### config.mk
export PLATFORM = sky130hd
export DESIGN_NAME = calc_resp_merge
export DESIGN_NICKNAME = d
export VERILOG_FILES = /design/src/rtl/calc_resp_merge.sv
export SDC_FILE = /design/constraint.sdc
export NUM_CORES = 1
export LEC_CHECK = 0
export ABC_AREA = 1
export ABC_CLOCK_PERIOD_IN_PS = 5500
export BUFFER_PORTS_ARGS = -buffer_cell sky130_fd_sc_hd__buf_2
export CELL_PAD_IN_SITES_DETAIL_PLACEMENT = 2
export CELL_PAD_IN_SITES_GLOBAL_PLACEMENT = 2
export CORE_ASPECT_RATIO = 1.25
export CORE_MARGIN = 10
export CORE_UTILIZATION = 40
export DETAILED_ROUTE_END_ITERATION = 8
export PLACE_DENSITY = 0.88
export SLEW_MARGIN = 20
export SYNTH_ARGS = -nofsm -noshare
export SYNTH_HDL_FRONTEND = slang
export SYNTH_SLANG_ARGS = --single-unit
### constraint.sdc
create_clock -name PClk -period 5.5 [get_ports PClk]
set_input_delay 0.825 -clock PClk [delete_from_list [all_inputs] [get_ports PClk]]
set_output_delay 0.825 -clock PClk [all_outputs]
set_load 0.1 [all_outputs]
### src/rtl/calc_resp_merge.sv
// Merges the four calculator DUT response ports into one valid/ready stream through per-port
// FIFOs and a round-robin arbiter. Define CALC_RESP_MERGE_STATS_EN to build the resp_cnt counters.
module calc_resp_merge #(
    parameter int unsigned CALC_DATA_WIDTH = 32,
    parameter int unsigned FIFO_DEPTH      = 4
) (
    input  logic                       PClk,
    input  logic                       Rst,
    input  logic [1:0]                 out_resp1,
    input  logic [1:0]                 out_resp2,
    input  logic [1:0]                 out_resp3,
    input  logic [1:0]                 out_resp4,
    input  logic [CALC_DATA_WIDTH-1:0] out_data1,
    input  logic [CALC_DATA_WIDTH-1:0] out_data2,
    input  logic [CALC_DATA_WIDTH-1:0] out_data3,
    input  logic [CALC_DATA_WIDTH-1:0] out_data4,
    input  logic [1:0]                 out_tag1,
    input  logic [1:0]                 out_tag2,
    input  logic [1:0]                 out_tag3,
    input  logic [1:0]                 out_tag4,
    output logic                       m_valid,
    input  logic                       m_ready,
    output logic [1:0]                 m_port,
    output logic [1:0]                 m_resp,
    output logic [CALC_DATA_WIDTH-1:0] m_data,
    output logic [1:0]                 m_tag,
    output logic [3:0]                 drop_err,
    output logic [63:0]                resp_cnt
);

    localparam int unsigned AW = $clog2(FIFO_DEPTH);
    localparam int unsigned EW = CALC_DATA_WIDTH + 4;

    // FIFO entry layout: {resp, data, tag}
    logic [1:0]    in_resp  [4];
    logic [EW-1:0] in_entry [4];

    assign in_resp[0]  = out_resp1;
    assign in_resp[1]  = out_resp2;
    assign in_resp[2]  = out_resp3;
    assign in_resp[3]  = out_resp4;
    assign in_entry[0] = {out_resp1, out_data1, out_tag1};
    assign in_entry[1] = {out_resp2, out_data2, out_tag2};
    assign in_entry[2] = {out_resp3, out_data3, out_tag3};
    assign in_entry[3] = {out_resp4, out_data4, out_tag4};

    logic [EW-1:0] mem_q    [4][FIFO_DEPTH];
    logic [AW:0]   wr_ptr_q [4];
    logic [AW:0]   rd_ptr_q [4];
    logic [EW-1:0] head     [4];
    logic [3:0]    empty;
    logic [3:0]    full;
    logic [3:0]    push_ok;
    logic [3:0]    drop;
    logic [3:0]    pop;

    logic                       m_valid_q;
    logic [1:0]                 m_port_q;
    logic [1:0]                 m_resp_q;
    logic [CALC_DATA_WIDTH-1:0] m_data_q;
    logic [1:0]                 m_tag_q;
    logic [3:0]                 drop_err_q;
    logic [1:0]                 rr_ptr_q;

    logic       load;
    logic       found;
    logic [1:0] gnt_port;

    assign load = !m_valid_q || m_ready;

    // Full when the pointers differ only in their wrap bit.
    always_comb begin
        for (int p = 0; p < 4; p++) begin
            empty[p] = (wr_ptr_q[p] == rd_ptr_q[p]);
            full[p]  = (wr_ptr_q[p][AW] != rd_ptr_q[p][AW]) &&
                       (wr_ptr_q[p][AW-1:0] == rd_ptr_q[p][AW-1:0]);
            head[p]  = mem_q[p][rd_ptr_q[p][AW-1:0]];
        end
    end

    always_comb begin
        logic [1:0] idx;
        found    = 1'b0;
        gnt_port = rr_ptr_q;
        idx      = rr_ptr_q;
        for (int i = 0; i < 4; i++) begin
            idx = rr_ptr_q + 2'(i);
            if (!found && !empty[idx]) begin
                found    = 1'b1;
                gnt_port = idx;
            end
        end
        pop = (load && found) ? (4'b0001 << gnt_port) : 4'b0000;
    end

    // A pop in the same cycle frees the slot, so a full FIFO can still accept.
    always_comb begin
        for (int p = 0; p < 4; p++) begin
            push_ok[p] = (in_resp[p] != 2'b00) && (!full[p] || pop[p]);
            drop[p]    = (in_resp[p] != 2'b00) && full[p] && !pop[p];
        end
    end

    always_ff @(posedge PClk) begin
        for (int p = 0; p < 4; p++) begin
            if (push_ok[p]) begin
                mem_q[p][wr_ptr_q[p][AW-1:0]] <= in_entry[p];
            end
        end
    end

    always_ff @(posedge PClk or posedge Rst) begin
        if (Rst) begin
            for (int p = 0; p < 4; p++) begin
                wr_ptr_q[p] <= '0;
                rd_ptr_q[p] <= '0;
            end
            drop_err_q <= 4'b0000;
        end else begin
            for (int p = 0; p < 4; p++) begin
                if (push_ok[p]) wr_ptr_q[p] <= wr_ptr_q[p] + 1'b1;
                if (pop[p])     rd_ptr_q[p] <= rd_ptr_q[p] + 1'b1;
            end
            drop_err_q <= drop_err_q | drop;
        end
    end

    always_ff @(posedge PClk or posedge Rst) begin
        if (Rst) begin
            m_valid_q <= 1'b0;
            m_port_q  <= 2'b00;
            m_resp_q  <= 2'b00;
            m_data_q  <= '0;
            m_tag_q   <= 2'b00;
            rr_ptr_q  <= 2'b00;
        end else if (load) begin
            m_valid_q <= found;
            if (found) begin
                m_port_q                       <= gnt_port;
                {m_resp_q, m_data_q, m_tag_q} <= head[gnt_port];
                rr_ptr_q                       <= gnt_port + 2'd1;
            end
        end
    end

    assign m_valid  = m_valid_q;
    assign m_port   = m_port_q;
    assign m_resp   = m_resp_q;
    assign m_data   = m_data_q;
    assign m_tag    = m_tag_q;
    assign drop_err = drop_err_q;

`ifdef CALC_RESP_MERGE_STATS_EN
    logic [15:0] cnt_q [4];

    always_ff @(posedge PClk or posedge Rst) begin
        if (Rst) begin
            for (int p = 0; p < 4; p++) cnt_q[p] <= 16'h0000;
        end else if (m_valid_q && m_ready && (cnt_q[m_port_q] != 16'hFFFF)) begin
            cnt_q[m_port_q] <= cnt_q[m_port_q] + 16'h0001;
        end
    end

    assign resp_cnt = {cnt_q[3], cnt_q[2], cnt_q[1], cnt_q[0]};
`else
    assign resp_cnt = 64'h0;
`endif

endmodule

-- Word level (Yosys, flattened, before mapping)
Memory sizes are Yosys's and may differ from the RTL's.
Cells that the tools add are included.
- bits in latches: 0
- flip-flop bits (word level): 69
- logic and storage cells: 163
- ROM bits: 0
- memories kept: 1
- bits in writable memories: 576
- output and inout bits: 107
- memories (name ; words ; width ; read ports ; clocked after Yosys merged registers in ; wr ports ; RTL line ; text):
    mem_q ; 4 ; 144 ; 4 ; 0 ; 4 ; 47 ; logic [EW-1:0] mem_q [4][FIFO_DEPTH];
- multiplexer cells: 47
- divide/modulo/power cells: 0
- eq/ne operators: 12
- $add $sub $neg: 12
- shift operators: 1
- $lt $le $gt $ge: 17
- reduce and logical (&&, ||, !) cells: 48
- bitwise gates (word level): 10
- multiply operators: 0
- operator list (cell ; count):
    144-bit 2-to-1 mux ; 4
    36-bit 2-to-1 mux ; 14
    36-bit binary-select mux with 2-bit select ; 5
    36-bit demux with 2-bit select ; 4
    3-bit greater-or-equal comparator (second input constant) ; 9
    2-bit inverter with 3-bit output ; 9
    3-bit by 1-bit adder with 3-bit output (second input constant) ; 8
    1-bit logical AND ; 24
    1-bit zero test ; 14
    3-bit equality test ; 4
    2-bit by 3-bit < comparator with 1-bit output (second input constant) ; 4
    3-bit by 1-bit < comparator with 1-bit output (second input constant) ; 4
    1-bit 2-to-1 mux ; 12
    1-bit binary-select mux with 2-bit select ; 4
    2-bit equality test ; 4
    2-bit nonzero test ; 4
    2-bit 2-to-1 mux ; 3
    1-bit logical OR ; 5
    2-bit by 1-bit adder with 2-bit output (second input constant) ; 2
    2-bit adder (second input constant) ; 2
    4-bit 2-to-1 mux ; 1
    1-bit != test ; 4
    4-bit OR ; 1
    1-bit by 2-bit << shifter with 4-bit output (first input constant) ; 1
    2-bit AND reduction ; 1

-- Logic depth before layout (Yosys ltp)
- depth after elaboration: 18
- gate-level depth with buffers: 20

-- Least setup slack after synthesis
No wires, ideal clock.
- kind: register -> register
- from: register wr_ptr_q[9] in the netlist's numbering
- to: memory mem_q[3][100] in the netlist's numbering (enable)
- setup slack: 1691 ps
- stages on the path, launching flop included: 16
- setup time: 429 ps
- path buffers: 0
- clock period less this slack: 3809 ps
- arrival time: 3380 ps
- data required time: 5071 ps
- cells stage by stage: dfrtp_1 > inv_1 > nand2_1 > nand2_2 > nand3_1 > nand2_2 > nand3_2 > nand2_4 > nand2_2 > nor2_4 > nand3_1 > nand2_2 > nand4_1 > nand2_1 > nand2_1 > nor2_1
- RTL lines (what ; RTL line ; text):
    start, declared ; 48 ; logic [AW:0] wr_ptr_q [4];
    start signal, assigned by index ; 121 ; if (push_ok[p]) wr_ptr_q[p] <= wr_ptr_q[p] + 1'b1;
    end, declared ; 47 ;

==> impl_metrics.py <==
metrics = {
    "outcome": {
        "outcome": "completed",
    },
    "placement": {
        "dp_hpwl_um": 63900,
        "portBuffers": 189,
        "place.gp.congestion": 0.846,
    },
    "clock_network": {
        "cts_buffers": 69,
        "clock-sinks": 645,
        "cts_resized": 0,
        "cts_root_buf": "clkbuf_16",
        "cts_tree": "built",
        "cts_hold_buf": 0,
        "post-cts-setup-buffer-count": 0,
        "htree_levels": 3,
        "clkSlewWorstSetupHoldPaths_ns": 0.07,
        "cts_buffer_depth": 3,
        "clk_latency_ns": 0.62,
    },
    "critical_path": {
        "r2r-start": "rd_ptr_q[10]",
        "crit_required_ns": 5.80,
        "r2r_end": "mem_q[2][42]",
        "crit_path_max_fanout": 38,
        "arrival_ns": 4.71,
        "criticalPathCategory": "register to register",
        "ff2ff_path_depth": 16,
        "cp-start-kind": "register",
        "r2r_slack_ns": 1.09,
        "endpoint_kind": "register",
    },
    "cells_and_area": {
        "finalNetCount": 2539,
        "area_growth_pct": 13.8,
        "fillCellCount": 6584,
        "drive_above_1_share": 0.153,
    },
    "grt": {
        "grt_max_degree": 74,
        "grt-ovfl-total": 0,
        "grt_pass1_vias": 20784,
        "grt_util_all_layers": 0.242,
        "grt_pass1_wl_um": 140000,
        "antenna_found_initial": 6,
    },
    "worst_hold_path": {
        "min_from": "out_data2[21]",
        "hold-path-endpoint": "mem_q[1][131]",
        "min_path_cells": 1,
        "hp-class": "input pin to register",
    },
    "detailed_routing": {
        "routed_via_density": 5.63,
        "drtIter0Drc": 1682,
        "antenna_left": 0,
        "drc": 0,
        "wl_um": 95100,
        "dr.pass1.iters": 5,
        "vias": 18462,
        "wl_per_cell_um": 29.0,
    },
    "synthesis": {
        "synth_top_family_by_area": "simple AND/OR/NAND/NOR gates",
        "syn_avg_cell_area_um2": 12.1,
        "synth.top_cell.area_share": 0.649,
        "synthFlopType": "edfxtp_1",
        "yosys.area_share.simple": 0.124,
        "syn_inst": 2202,
        "synthAdderAreaFrac": 0.00938,
        "synth_async_sr_flop_share": 0.107,
        "yosysUniqueCellTypes": 31,
        "synth_edf_count": 576,
        "synth_compound_area_frac": 0.103,
        "synth_xor_area_frac": 0.00291,
        "yosys.area.top_type": "edfxtp_1",
        "synthTopCellsByArea": "edfxtp_1, nand2_1, dfrtp_1",
        "synthMuxAreaShare": 0,
        "yosysSeqAreaShare": 0.713,
        "syn_area_um2": 26700,
        "yosysWarnings": 0,
        "ys_ff_latch": 645,
    },
    "sta": {
        "finalSetupTns_ns": 0,
        "worst_slew_pin_slew_ns": 1.01,
        "fmax_mhz": 227,
        "hold_viol": 0,
        "setup_viol": 0,
        "grt_setup_unrepaired": "false",
        "slew-limit-headroom": 0.328,
        "clock_skew_ns": 0.0215,
        "fin_crit_ns": 4.41,
        "fin_crit_sh": 0.801,
        "drv_slew": 0,
    },
    "floorplan": {
        "ios": 254,
        "dieArea_um2": 77500,
        "core-area_um2": 65800,
        "initial_core_util": 0.405,
        "dieWidth_um": 251,
        "die_y_um": 309,
        "floorplan.rows": 105,
    },
    "run": {
        "drv_cap": 0,
    },
}
## layout by cell type, fill, tap and decap left out, drive strengths merged, types with 59 or more instances in the layout
master,netlist,layout
nand2,612,612
edfxtp,576,576
buf,98,227
o21ai,206,206
nor2,177,177
clkbuf,93,95
a21oi,76,76
a32o,72,72
o22ai,72,72
dfrtp,69,69
conb,1,64
inv,56,59
## state kept, by name, indices dropped and copies added (netlist names)
name      cells
mem_q       576
wr_ptr_q     12
m_resp        2
rr_ptr_q      2
m_data       32
drop_err      4
m_valid       1
m_port        2
rd_ptr_q     12
m_tag         2
## cell usage after synthesis, types with 7 or more instances
| library cell | number |
|---|---|
| o21ai_1 | 40 |
| buf_6 | 8 |
| nand2_2 | 16 |
| buf_4 | 73 |
| nand2_1 | 594 |
| o211ai_1 | 15 |
| nand3_1 | 34 |
| o22ai_1 | 72 |
| dfrtp_1 | 69 |
| buf_2 | 13 |
| o21ai_0 | 165 |
| edfxtp_1 | 576 |
| clkbuf_1 | 93 |
| a32o_1 | 72 |
| nor2_1 | 175 |
| ha_1 | 20 |
| xor2_1 | 7 |
| a21oi_1 | 76 |
| inv_1 | 53 |
## layout make-up
class / count / area, um^2 / area share
diodes: 1 / 2.50 / 0.0000825
clock buffers: 95 / 1880 / 0.0619
clock inverters: 28 / 206 / 0.00680
inverters: 57 / 215 / 0.00709
multi-input cells: 1372 / 6710 / 0.221
flip-flops and latches: 645 / 19000 / 0.627
well taps: 856 / 1070 / 0.0353
repair buffers: 227 / 1230 / 0.0406
## worst max path at each step
stage                 start       endpoint  slack [ns]  cells after the start
6_report       rd_ptr_q[10]   mem_q[2][42]        1.09                     16
5_1_grt        rd_ptr_q[10]   mem_q[2][41]        0.77                     16
4_1_cts        rd_ptr_q[10]   mem_q[2][40]        1.11                     17
3_5_place_dp   rd_ptr_q[10]   mem_q[2][44]        1.14                     17
3_3_place_gp    rd_ptr_q[4]   mem_q[2][47]        1.53                     16
2_1_floorplan   wr_ptr_q[9]  mem_q[3][100]        1.69                     15
## cell families after synthesis
| family | Yosys count |
|---|---|
| AND/OR/NAND/NOR | 834 |
| adder cells (fa/ha/maj) | 20 |
| AO/OA/AOI/OAI | 446 |
| buffers and inverters | 248 |
| other | 1 |
| XOR/XNOR | 8 |
| flip-flops | 645 |
## per-stage QoR
step / hold slack [ns] / worst slack, ns / instance area (um^2) / instances / utilization
after floorplan: 0.462 / 1.69 / 26900 / 2265 / -
after global placement: 0.461 / 1.53 / 28300 / 3157 / 0.429
after detailed placement: 0.466 / 1.14 / 28300 / 3157 / 0.429
after CTS: 0.395 / 1.11 / 30300 / 3280 / 0.461
after global routing: 0.411 / 0.773 / 30300 / 3281 / 0.461
final: 0.423 / 1.09 / 30300 / 3281 / 0.461
## routing by layer
| metal | track usage | wire [um] | vias to the layer above |
|---|---|---|---|
| li1 | - | - | 8041 |
| met1 | 0.264 | 33700 | 9507 |
| met2 | 0.439 | 50100 | 717 |
| met3 | 0.0435 | 5840 | 197 |
| met4 | 0.134 | 5470 | 0 |
| met5 | 0 | 0 | - |
## critical path, stage by stage, from the launching register on
cell     delay (ns)
dfrtp_1        0.36
buf_4          0.39
inv_1          0.13
nand2_1        0.11
nand2_1        0.09
nand4_1        0.14
nand3_1        0.11
nand2_2        0.13
nand4_2        0.21
nand2_1        0.13
nand2_2        0.38
nor2_4         0.35
nand2_2        0.14
nand2_2        0.14
nand2_1        0.25
nor2_4         0.66
buf_4          0.33
Power is left out: the tool's default activity adds up to more than one toggle a clock period on the data nets, which glitch-free logic cannot reach.
